$ cat src/rtl/vcm_focus_sweep_ctrl.sv
// -----------------------------------------------------------------------------
// vcm_focus_sweep_ctrl
//
// Frame-synchronous auto-focus scheduler. It steps the VCM lens through a
// coarse sweep covering the whole range. It then runs a fine sweep of
// +/-COARSE_STEP around the best coarse position. Finally it parks the lens at
// the best position seen in either sweep.
//
// For each position the block does the following:
//   1. It issues one VCM write over a valid/ready handshake.
//   2. It ignores SETTLE_FRAMES frame boundaries while the lens settles.
//   3. It waits for one more frame boundary.
//   4. It samples the sharpness sum of the frame that just closed.
//
// Optional feature (compile-time macro VCM_EARLY_STOP_EN):
//   The coarse sweep ends early once two consecutive coarse samples fall
//   below half of the current peak, provided the peak is non-zero. Without
//   the macro the coarse sweep always covers the full range.
//
// Ports:
//   VIDEO_CLK  in   pixel clock, all logic on the rising edge
//   RESET      in   synchronous active-high reset
//   START      in   one-cycle search request, ignored while BUSY
//   VS         in   raw vertical sync, rising edge = frame boundary
//   SUM_IN     in   sharpness of the frame just closed
//   WR_READY   in   VCM writer accepts the current word
//   WR_VALID   out  VCM write request
//   VCM_DATA   out  {2'b00, VCM_STEP, 4'b1111}
//   VCM_STEP   out  lens position currently commanded
//   BUSY       out  high from START acceptance until the park write completes
//   DONE       out  high in the cycle the park write is accepted
//   PEAK_SUM   out  best sharpness found
//   PEAK_STEP  out  position of PEAK_SUM
//   STATE      out  FSM state code (debug)
// -----------------------------------------------------------------------------
module vcm_focus_sweep_ctrl #(
  parameter int STEP_W        = 10,
  parameter int SUM_W         = 32,
  parameter int COARSE_STEP   = 64,
  parameter int FINE_STEP     = 8,
  parameter int SETTLE_FRAMES = 1
) (
  input  logic              VIDEO_CLK,
  input  logic              RESET,
  input  logic              START,
  input  logic              VS,
  input  logic [SUM_W-1:0]  SUM_IN,
  input  logic              WR_READY,
  output logic              WR_VALID,
  output logic [15:0]       VCM_DATA,
  output logic [STEP_W-1:0] VCM_STEP,
  output logic              BUSY,
  output logic              DONE,
  output logic [SUM_W-1:0]  PEAK_SUM,
  output logic [STEP_W-1:0] PEAK_STEP,
  output logic [2:0]        STATE
);

  typedef enum logic [2:0] {
    S_IDLE    = 3'd0,
    S_WRITE   = 3'd1,
    S_SETTLE  = 3'd2,
    S_MEASURE = 3'd3,
    S_SAMPLE  = 3'd4,
    S_EVAL    = 3'd5,
    S_PARK    = 3'd6
  } state_e;

  typedef enum logic {
    PH_COARSE = 1'b0,
    PH_FINE   = 1'b1
  } phase_e;

  localparam logic [STEP_W:0]   CSTEP_X     = (STEP_W+1)'(COARSE_STEP);
  localparam logic [STEP_W:0]   FSTEP_X     = (STEP_W+1)'(FINE_STEP);
  localparam logic [STEP_W-1:0] CSTEP       = STEP_W'(COARSE_STEP);
  localparam logic [3:0]        SETTLE_LAST = 4'(SETTLE_FRAMES - 1);

  // Lower edge of the fine window, floored at position 0.
  function automatic logic [STEP_W-1:0] fine_lo(input logic [STEP_W-1:0] p);
    return (p >= CSTEP) ? (p - CSTEP) : '0;
  endfunction

  // Upper edge of the fine window, saturated at the top position.
  function automatic logic [STEP_W-1:0] fine_hi(input logic [STEP_W-1:0] p);
    logic [STEP_W:0] s;
    s = {1'b0, p} + CSTEP_X;
    return s[STEP_W] ? '1 : s[STEP_W-1:0];
  endfunction

  function automatic logic [15:0] mk_data(input logic [STEP_W-1:0] p);
    return 16'({p, 4'b1111});
  endfunction

  state_e              state_q;
  phase_e              phase_q;
  logic                vs_d_q;
  logic [3:0]          settle_cnt_q;
  logic [SUM_W-1:0]    sample_q;
  logic [SUM_W-1:0]    peak_sum_q;
  logic [STEP_W-1:0]   peak_step_q;
  logic [STEP_W-1:0]   vcm_step_q;
  logic [15:0]         vcm_data_q;
  logic [STEP_W-1:0]   fine_hi_q;
  logic                wr_valid_q;
  logic                busy_q;

  logic                vs_rise;
  logic                upd_d;
  logic [SUM_W-1:0]    peak_sum_d;
  logic [STEP_W-1:0]   peak_step_d;
  logic [STEP_W:0]     coarse_next_d;
  logic [STEP_W:0]     fine_next_d;
  logic                coarse_end_d;
  logic                fine_end_d;
  logic                early_d;

  assign vs_rise = VS & ~vs_d_q;

  // EVAL decisions. The peak update is folded in before the fine window is
  // derived, so a peak found at the last coarse sample centres the window.
  assign upd_d         = sample_q > peak_sum_q;
  assign peak_sum_d    = upd_d ? sample_q   : peak_sum_q;
  assign peak_step_d   = upd_d ? vcm_step_q : peak_step_q;
  assign coarse_next_d = {1'b0, vcm_step_q} + CSTEP_X;
  assign fine_next_d   = {1'b0, vcm_step_q} + FSTEP_X;
  // The top position is all ones, so "next > max" is simply the carry bit.
  assign coarse_end_d  = coarse_next_d[STEP_W] | early_d;
  assign fine_end_d    = fine_next_d > {1'b0, fine_hi_q};

`ifdef VCM_EARLY_STOP_EN
  logic [1:0] low_cnt_q;
  logic [1:0] low_cnt_d;

  function automatic logic [1:0] sat_inc2(input logic [1:0] c);
    return (c == 2'd3) ? c : c + 2'd1;
  endfunction

  // A "low" sample is judged against the peak as it stood before this sample.
  assign low_cnt_d = (sample_q < (peak_sum_q >> 1)) ? sat_inc2(low_cnt_q) : 2'd0;
  assign early_d   = (peak_sum_d != '0) && (low_cnt_d == 2'd2);
`else
  assign early_d   = 1'b0;
`endif

  always_ff @(posedge VIDEO_CLK) begin
    if (RESET) begin
      state_q      <= S_IDLE;
      phase_q      <= PH_COARSE;
      vs_d_q       <= 1'b0;
      settle_cnt_q <= '0;
      sample_q     <= '0;
      peak_sum_q   <= '0;
      peak_step_q  <= '0;
      vcm_step_q   <= '0;
      vcm_data_q   <= '0;
      fine_hi_q    <= '0;
      wr_valid_q   <= 1'b0;
      busy_q       <= 1'b0;
`ifdef VCM_EARLY_STOP_EN
      low_cnt_q    <= '0;
`endif
    end else begin
      vs_d_q <= VS;
      case (state_q)
        S_IDLE: begin
          if (START) begin
            state_q     <= S_WRITE;
            phase_q     <= PH_COARSE;
            vcm_step_q  <= '0;
            vcm_data_q  <= mk_data('0);
            peak_sum_q  <= '0;
            peak_step_q <= '0;
            wr_valid_q  <= 1'b1;
            busy_q      <= 1'b1;
`ifdef VCM_EARLY_STOP_EN
            low_cnt_q   <= '0;
`endif
          end
        end

        S_WRITE: begin
          // VCM_DATA is only reloaded on entry to WRITE/PARK, so it stays
          // stable for the whole handshake.
          if (WR_READY) begin
            state_q      <= S_SETTLE;
            wr_valid_q   <= 1'b0;
            settle_cnt_q <= '0;
          end
        end

        S_SETTLE: begin
          if (vs_rise) begin
            if (settle_cnt_q == SETTLE_LAST) begin
              state_q <= S_MEASURE;
            end else begin
              settle_cnt_q <= settle_cnt_q + 4'd1;
            end
          end
        end

        S_MEASURE: begin
          if (vs_rise) begin
            state_q <= S_SAMPLE;
          end
        end

        S_SAMPLE: begin
          sample_q <= SUM_IN;
          state_q  <= S_EVAL;
        end

        S_EVAL: begin
          peak_sum_q  <= peak_sum_d;
          peak_step_q <= peak_step_d;
          if (phase_q == PH_COARSE) begin
`ifdef VCM_EARLY_STOP_EN
            low_cnt_q <= low_cnt_d;
`endif
            state_q    <= S_WRITE;
            wr_valid_q <= 1'b1;
            if (coarse_end_d) begin
              phase_q    <= PH_FINE;
              fine_hi_q  <= fine_hi(peak_step_d);
              vcm_step_q <= fine_lo(peak_step_d);
              vcm_data_q <= mk_data(fine_lo(peak_step_d));
            end else begin
              vcm_step_q <= coarse_next_d[STEP_W-1:0];
              vcm_data_q <= mk_data(coarse_next_d[STEP_W-1:0]);
            end
          end else if (fine_end_d) begin
            state_q    <= S_PARK;
            wr_valid_q <= 1'b1;
            vcm_step_q <= peak_step_d;
            vcm_data_q <= mk_data(peak_step_d);
          end else begin
            state_q    <= S_WRITE;
            wr_valid_q <= 1'b1;
            vcm_step_q <= fine_next_d[STEP_W-1:0];
            vcm_data_q <= mk_data(fine_next_d[STEP_W-1:0]);
          end
        end

        S_PARK: begin
          if (WR_READY) begin
            state_q    <= S_IDLE;
            wr_valid_q <= 1'b0;
            busy_q     <= 1'b0;
          end
        end

        default: state_q <= S_IDLE;
      endcase
    end
  end

  assign WR_VALID  = wr_valid_q;
  assign VCM_DATA  = vcm_data_q;
  assign VCM_STEP  = vcm_step_q;
  assign BUSY      = busy_q;
  // DONE marks the accept cycle itself, so it follows WR_READY directly.
  assign DONE      = (state_q == S_PARK) & WR_READY & ~RESET;
  assign PEAK_SUM  = peak_sum_q;
  assign PEAK_STEP = peak_step_q;
  assign STATE     = state_q;

endmodule

$ cat config.mk
export PLATFORM = sky130hd
export DESIGN_NAME = vcm_focus_sweep_ctrl
export DESIGN_NICKNAME = d
export VERILOG_FILES = /design/src/rtl/vcm_focus_sweep_ctrl.sv
export SDC_FILE = /design/constraint.sdc
export NUM_CORES = 1
export LEC_CHECK = 0
export BUFFER_PORTS_ARGS = -buffer_cell sky130_fd_sc_hd__buf_4
export CAP_MARGIN = 20
export CORE_MARGIN = 3
export CORE_UTILIZATION = 30
export DETAILED_ROUTE_END_ITERATION = 7
export PLACE_DENSITY = 0.5
export SYNTH_ARGS = -nofsm -noshare
export SYNTH_HDL_FRONTEND = slang
export SYNTH_SLANG_ARGS = --single-unit
$ cat constraint.sdc
create_clock -name VIDEO_CLK -period 4.2 [get_ports VIDEO_CLK]
set_input_delay 0.42 -clock VIDEO_CLK [delete_from_list [all_inputs] [get_ports VIDEO_CLK]]
set_output_delay 0.42 -clock VIDEO_CLK [all_outputs]
set_load 0.01 [all_outputs]
==> run metrics, run 1 <==
clk slew on worst S/H paths=0.08 ns; worst-skew pair later-pin latency=0.36 ns; r2r startpoint=PEAK_SUM[29]; leakage=2.95 nW; met1 WL=9.22 mm; Pint=1.75 mW; wire per inst=16.6 um; Reg power frac=44.1%; RSZ-0062 raised after global routing=no; MaxCap Viol Count=0; DR WL met3=1.08 mm; CP max stage cell=mux2_2; core box area=20400 um2; delay-heaviest family, CP=compound AO/OA/AOI/OAI gates; H-Tree Depth=3; FF-to-FF End=VCM_STEP[7]; proportion of power drawn by combinational gates=20.7%; Worst EP required=4.44 ns; fmax=260 MHz; highest metal used=met4; CTS tree=built; antenna-violating nets left=0; Starting Density=30.7%; Buffers & Inverters on Critical Path=2; Critical Path Max Stage Delay=0.42 ns; Finish-stage setup viols=0; Worst Path Arrival=4.09 ns; Avg Synthesized Cell Area=7.79 um2; R2R Setup Slk=0.35 ns; layout cells sized above 1=17.6%; hold_buf cts=0; HP Class=input pin to register; Routability Congestion=0.847; hpwl dp=13.5 mm; HP Start=VS; hold depth=2; CP max FO=7; final wirelength=19.2 mm; CP cell instances=inv_1, ha_1, nand4_1, nor2_1, a221o_1, o31a_1, nor2_2, mux2_2, inv_1, ha_1, nor3b_1, a21boi_2, mux2_2, o21ai_0, a32o_1; remaining routing DRC violations=0; Top FF cell, synth=dfxtp_1; Sw Share=31.9%; die footprint=22600 um2; CP Class=register to register; crit path time final=3.85 ns; ys async rst share=0%; Post-synth EDFFs=0; clock root buffer=clkbuf_16; final worst path period share=91.6%; total CTS buffers=9; CTS max path bufs=2; Top Ports=111; # nets final=966; vias per cell=5.08; # rows=52; Final Hold Vio Count=0; met2 wire len=8.63 mm; Worst Max-Slew Pin Slew=0.846 ns; largest net degree at the start of global routing=78; commonest non-fill, non-tap cell in the layout=nand2_1; Peak VDD IR=191 uV; sequential fraction of the synthesis area=35.8%; status=finished clean; Pwr per Cell Area=339 nW/um2; Ys Warns=0; FF+latch count, synth=112; Hold Path Sink=vs_d_q; sw power=821 uW; antenna violations before repair=0; total track usage=17.0%; first drt pass iteration count=5; DR vias=5868; slew margin rel.=43.6%; vias in the first global route=5498; Area growth, synth to finish=21.3%; I/O Buffers=108; drt first-iter violations=315; R2R depth=15; number of diodes=0; Yosys cell types=63; Clock power frac=35.2%; Crit. End Element=register; commonest non-fill, non-tap cells in the layout=136 x nand2_1, 124 x buf_4, 112 x dfxtp_1; nature of the critical path startpoint=register; Cells after Synth=804; clk_skew=0.0118 ns; setup tns final=0 ns; hold_ws=0.284 ns; Post-Synthesis Cell Area=6260 um2; first-pass GRT wire length=30.5 mm; DIE HEIGHT=150 um; WP depth=15; GRT overflow=0; Slew Viols, Final=0; Die Wd=150 um; Num Clock Sinks=112
state kept, by name, summed over array words and instances, names as in the netlist:
signal / count
VCM_DATA: 8
PEAK_STEP: 10
BUSY: 1
STATE: 3
settle_cnt_q: 4
PEAK_SUM: 32
VCM_STEP: 9
fine_hi_q: 10
phase_q: 1
vs_d_q: 1
WR_VALID: 1
sample_q: 32
repair_timing:
| action | in CTS | in global routing |
|---|---|---|
| setup buffers | 0 | 0 |
| resized for setup | 0 | 6 |
| endpoints found under the setup margin | 0 | 8 |
cell families after synthesis:
logic type / share of synthesized area [%]
buf+inv: 7.74
other cells: 0.0599
xor+xnor: 0.979
flops: 35.8
compound gates: 20.7
mux: 3.70
simple gates: 21.2
fa+ha+maj: 9.79
power groups by stage:
stage	clock network, mW	registers [mW]	logic (mW)
floorplan	0	1.13	0.391
global placement	0	1.16	0.529
detailed placement	0	1.16	0.523
CTS	0.939	1.13	0.524
global route	0.969	1.14	0.583
finish	0.907	1.13	0.532
through the flow:
| step | power [mW] | instance area (um2) | setup WS (ns) | util (%) | std cells |
|---|---|---|---|---|---|
| CTS | 2.60 | 7570 | 0.0943 | 37.2 | 1155 |
| finish | 2.57 | 7590 | 0.352 | 37.3 | 1155 |
| global placement | 1.69 | 7260 | 0.286 | 35.7 | 1139 |
| floorplan | 1.52 | 6260 | 0.181 | - | 805 |
| global route | 2.70 | 7590 | 0.00672 | 37.3 | 1155 |
| detailed placement | 1.68 | 7260 | 0.118 | 35.7 | 1139 |
Yosys cell counts, types with 10 or more instances:
| master | count | area (um2) |
|---|---|---|
| clkbuf_1 | 40 | 150 |
| nand3_1 | 42 | 210 |
| mux2i_1 | 16 | 160 |
| dfxtp_1 | 112 | 2240 |
| nor3_1 | 14 | 70.1 |
| nand2_1 | 136 | 510 |
| a21oi_1 | 101 | 505 |
| inv_1 | 55 | 206 |
| nor2_1 | 43 | 161 |
| ha_1 | 49 | 613 |
| nand4_1 | 10 | 62.6 |
| o21ai_0 | 21 | 105 |
worst reg2reg max path, stage by stage (launching register included):
cell and delay, ns:
dfxtp_1 0.35, inv_1 0.05, ha_1 0.30, nand4_1 0.23
nor2_1 0.08, a221o_1 0.32, o31a_1 0.35, nor2_2 0.25
mux2_2 0.42, inv_1 0.08, ha_1 0.21, nor3b_1 0.29
a21boi_2 0.27, mux2_2 0.19, o21ai_0 0.07, a32o_1 0.26
metal layers:
metal  vias to the layer above  global-route usage [%]
met3                        17                    3.58
met2                       149                    26.5
li1                       2965                       -
met1                      2737                    23.8
met5                         -                       0
met4                         0                    4.35
how the worst max path moves through the flow:
stage / start / end
global placement: PEAK_SUM[30] / VCM_DATA[13]
global route: PEAK_SUM[31] / VCM_STEP[0]
detailed placement: PEAK_SUM[30] / VCM_STEP[7]
floorplan: PEAK_SUM[21] / VCM_STEP[7]
finish: PEAK_SUM[29] / VCM_STEP[7]
CTS: PEAK_SUM[30] / VCM_STEP[7]
layout make-up:
| cell class | count | area (um2) |
|---|---|---|
| Clock buffer | 10 | 229 |
| Clock inverter | 6 | 76.3 |
| Fill cell | 2171 | 12800 |
| Inverter | 55 | 206 |
| Multi-Input combinational cell | 578 | 3570 |
| Sequential cell | 112 | 2240 |
| Tap cell | 270 | 338 |
| Timing Repair Buffer | 124 | 931 |
(Power assumes the default switching activity.)
==> run 2, diff against run 1 <==
--- a/config.mk
+++ b/config.mk
@@ -8,9 +8,9 @@
 export BUFFER_PORTS_ARGS = -buffer_cell sky130_fd_sc_hd__buf_4
 export CAP_MARGIN = 20
 export CORE_MARGIN = 3
-export CORE_UTILIZATION = 30
+export CORE_UTILIZATION = 45
 export DETAILED_ROUTE_END_ITERATION = 7
-export PLACE_DENSITY = 0.5
+export PLACE_DENSITY = 0.81
 export SYNTH_ARGS = -nofsm -noshare
 export SYNTH_HDL_FRONTEND = slang
 export SYNTH_SLANG_ARGS = --single-unit
==> run 2 against run 1 <==
Clock skew fell by 0.0056 ns. Cell count shrank 8.1%. Highest routed layer unchanged. Die area is 32% lower. Maximum frequency down 0.25%. Design area is 2.2% lower. Power is 5.2% lower. Count of clock-buffer cells in the layout rose by 1. Core utilization increased by 18 points.
==> run metrics, run 2 (synthesized netlist as in run 1, its figures left out) <==
status=finished clean; Routability Congestion=0.940 (+11%); Die Wd=124 um (-18%); core box area=13400 um2 (-34%); Starting Density=46.7% (+16 points); final wirelength=17.2 mm (-10%); commonest non-fill, non-tap cells in the layout=136 x nand2_1, 124 x buf_4, 112 x dfxtp_1; Top Ports=111 (unchanged); Worst Path Arrival=4.11 ns (+0.02 ns); number of diodes=0 (unchanged); CTS tree=built; leakage=2.92 nW (-0.93%); vias in the first global route=5447 (-0.93%); Finish-stage setup viols=0 (unchanged); GRT overflow=0 (unchanged); # nets final=966 (unchanged); first-pass GRT wire length=27.4 mm (-10%); Pwr per Cell Area=329 nW/um2 (-3.0%); final worst path period share=91.9% (+0.23 points); CTS max path bufs=2 (unchanged); layout cells sized above 1=17.2% (-0.45 points); antenna violations before repair=0 (unchanged); I/O Buffers=108 (unchanged); Clock power frac=33.1% (-2.1 points); Reg power frac=46.4% (+2.3 points); hpwl dp=12.3 mm (-8.8%); CP Class=register to register; Final Hold Vio Count=0 (unchanged); hold depth=2 (unchanged); RSZ-0062 raised after global routing=no; Slew Viols, Final=0 (unchanged); fmax=259 MHz (-0.25%); Worst Setup Slack, final=0.342 ns (-0.00981 ns); Area growth, synth to finish=18.6%; wire per inst=16.2 um (-2.4%); vias per cell=5.59 (+10%); clk_skew=0.00620 ns (-0.00560 ns); placed inst area=7150 um2 (-1.6%); Finished Cell Area=7430 um2 (-2.2%); MaxCap Viol Count=0 (unchanged); Crit. End Element=register; HP Class=input pin to register; Peak VDD IR=223 uV (+17%); slew margin rel.=45.5% (+1.9 points); setup tns final=0 ns (unchanged); Critical Path Max Stage Delay=0.41 ns (about the same); sw power=756 uW (-7.9%); first drt pass iteration count=5 (unchanged); antenna-violating nets left=0 (unchanged); CP cell instances=inv_1, ha_1, a21oi_1, o21ai_1, a221o_1, o31a_1, nor2_2, mux2_2, inv_1, ha_1, nor3b_1, a21boi_1, mux2_2, o21ai_0, a32o_1; proportion of power drawn by combinational gates=20.5% (-0.2 points); worst slack at placement=0.275 ns (+0.157 ns); remaining routing DRC violations=0 (unchanged); DR vias=5931 (+1.1%); largest net degree at the start of global routing=62 (-21%); Worst EP required=4.45 ns (about the same); Sw Share=31.0% (-0.93 points); total CTS buffers=9 (unchanged); nature of the critical path startpoint=register; R2R depth=15 (unchanged); CP max stage cell=mux2_2; Fillers=1251 (-42%); drt first-iter violations=480 (+52%); # rows=42 (-19%); die footprint=15400 um2 (-32%); worst-skew pair later-pin latency=0.35 ns (about the same); crit path time final=3.86 ns (+0.00981 ns); Final Util=55.4% (+18 points); Worst Max-Slew Pin Slew=0.816 ns (-0.0299 ns); clock root buffer=clkbuf_16; Pint=1.68 mW (-3.9%); commonest non-fill, non-tap cell in the layout=nand2_1; Num Clock Sinks=112 (unchanged); CP max FO=7 (unchanged); H-Tree Depth=3 (unchanged); DIE HEIGHT=124 um (-18%); clk slew on worst S/H paths=0.07 ns (about the same); hold_ws=0.290 ns (+0.00623 ns); total track usage=22.3% (+5.4 points)
-- run 2: cell type report --
class                           instances  area, um2  area share [%]
Clock buffer                           11        233            3.13
Timing Repair Buffer                  124        931            12.5
Clock inverter                          5       41.3           0.556
Tap cell                              176        220            2.96
Sequential cell                       112       2240            30.2
Multi-Input combinational cell        578       3550            47.8
Inverter                               55        206            2.78
-- run 2: metrics by stage --
stage	std cells	total power, mW
final	1061	2.44
after global routing	1061	2.55
after CTS	1061	2.45
after detailed placement	1045	1.65
after global placement	1045	1.65
after floorplan	805	1.52
-- run 2: path summary, 6_finish.rpt --
kind	endpoint	slack (ns)	from
worst min register to register	BUSY	0.46	BUSY
worst max register to register	VCM_STEP[7]	0.34	PEAK_SUM[23]
worst min-delay path	vs_d_q	0.29	VS
worst max-delay path	VCM_STEP[7]	0.34	PEAK_SUM[23]
-- run 2: repair_timing --
action | in CTS | in global routing
hold buffers | 0 | 0
gates resized for setup | 0 | 2
setup buffers | 0 | 0
endpoints found under the setup margin | 0 | 7
-- run 2: power groups by stage --
stage / registers [mW] / clock network, mW / logic (mW)
floorplan: 1.13 / 0 / 0.391
detailed placement: 1.16 / 0 / 0.496
global placement: 1.15 / 0 / 0.492
global route: 1.14 / 0.867 / 0.546
CTS: 1.13 / 0.823 / 0.499
finish: 1.13 / 0.807 / 0.500
-- run 2: worst max-delay path, delay by kind of cell, from the launching register on --
family	cells	cell delay, ns
flops	1	0.35
buf+inv	2	0.15
simple gates	2	0.49
fa+ha+maj	2	0.52
mux	2	0.63
compound gates	7	1.61
-- run 2: metal layers --
layer  wire length (um)  GRT usage (%)
met1               7690           30.8
met3               1380           4.77
met5                  0              0
met4                399           8.97
met2               7720           34.1
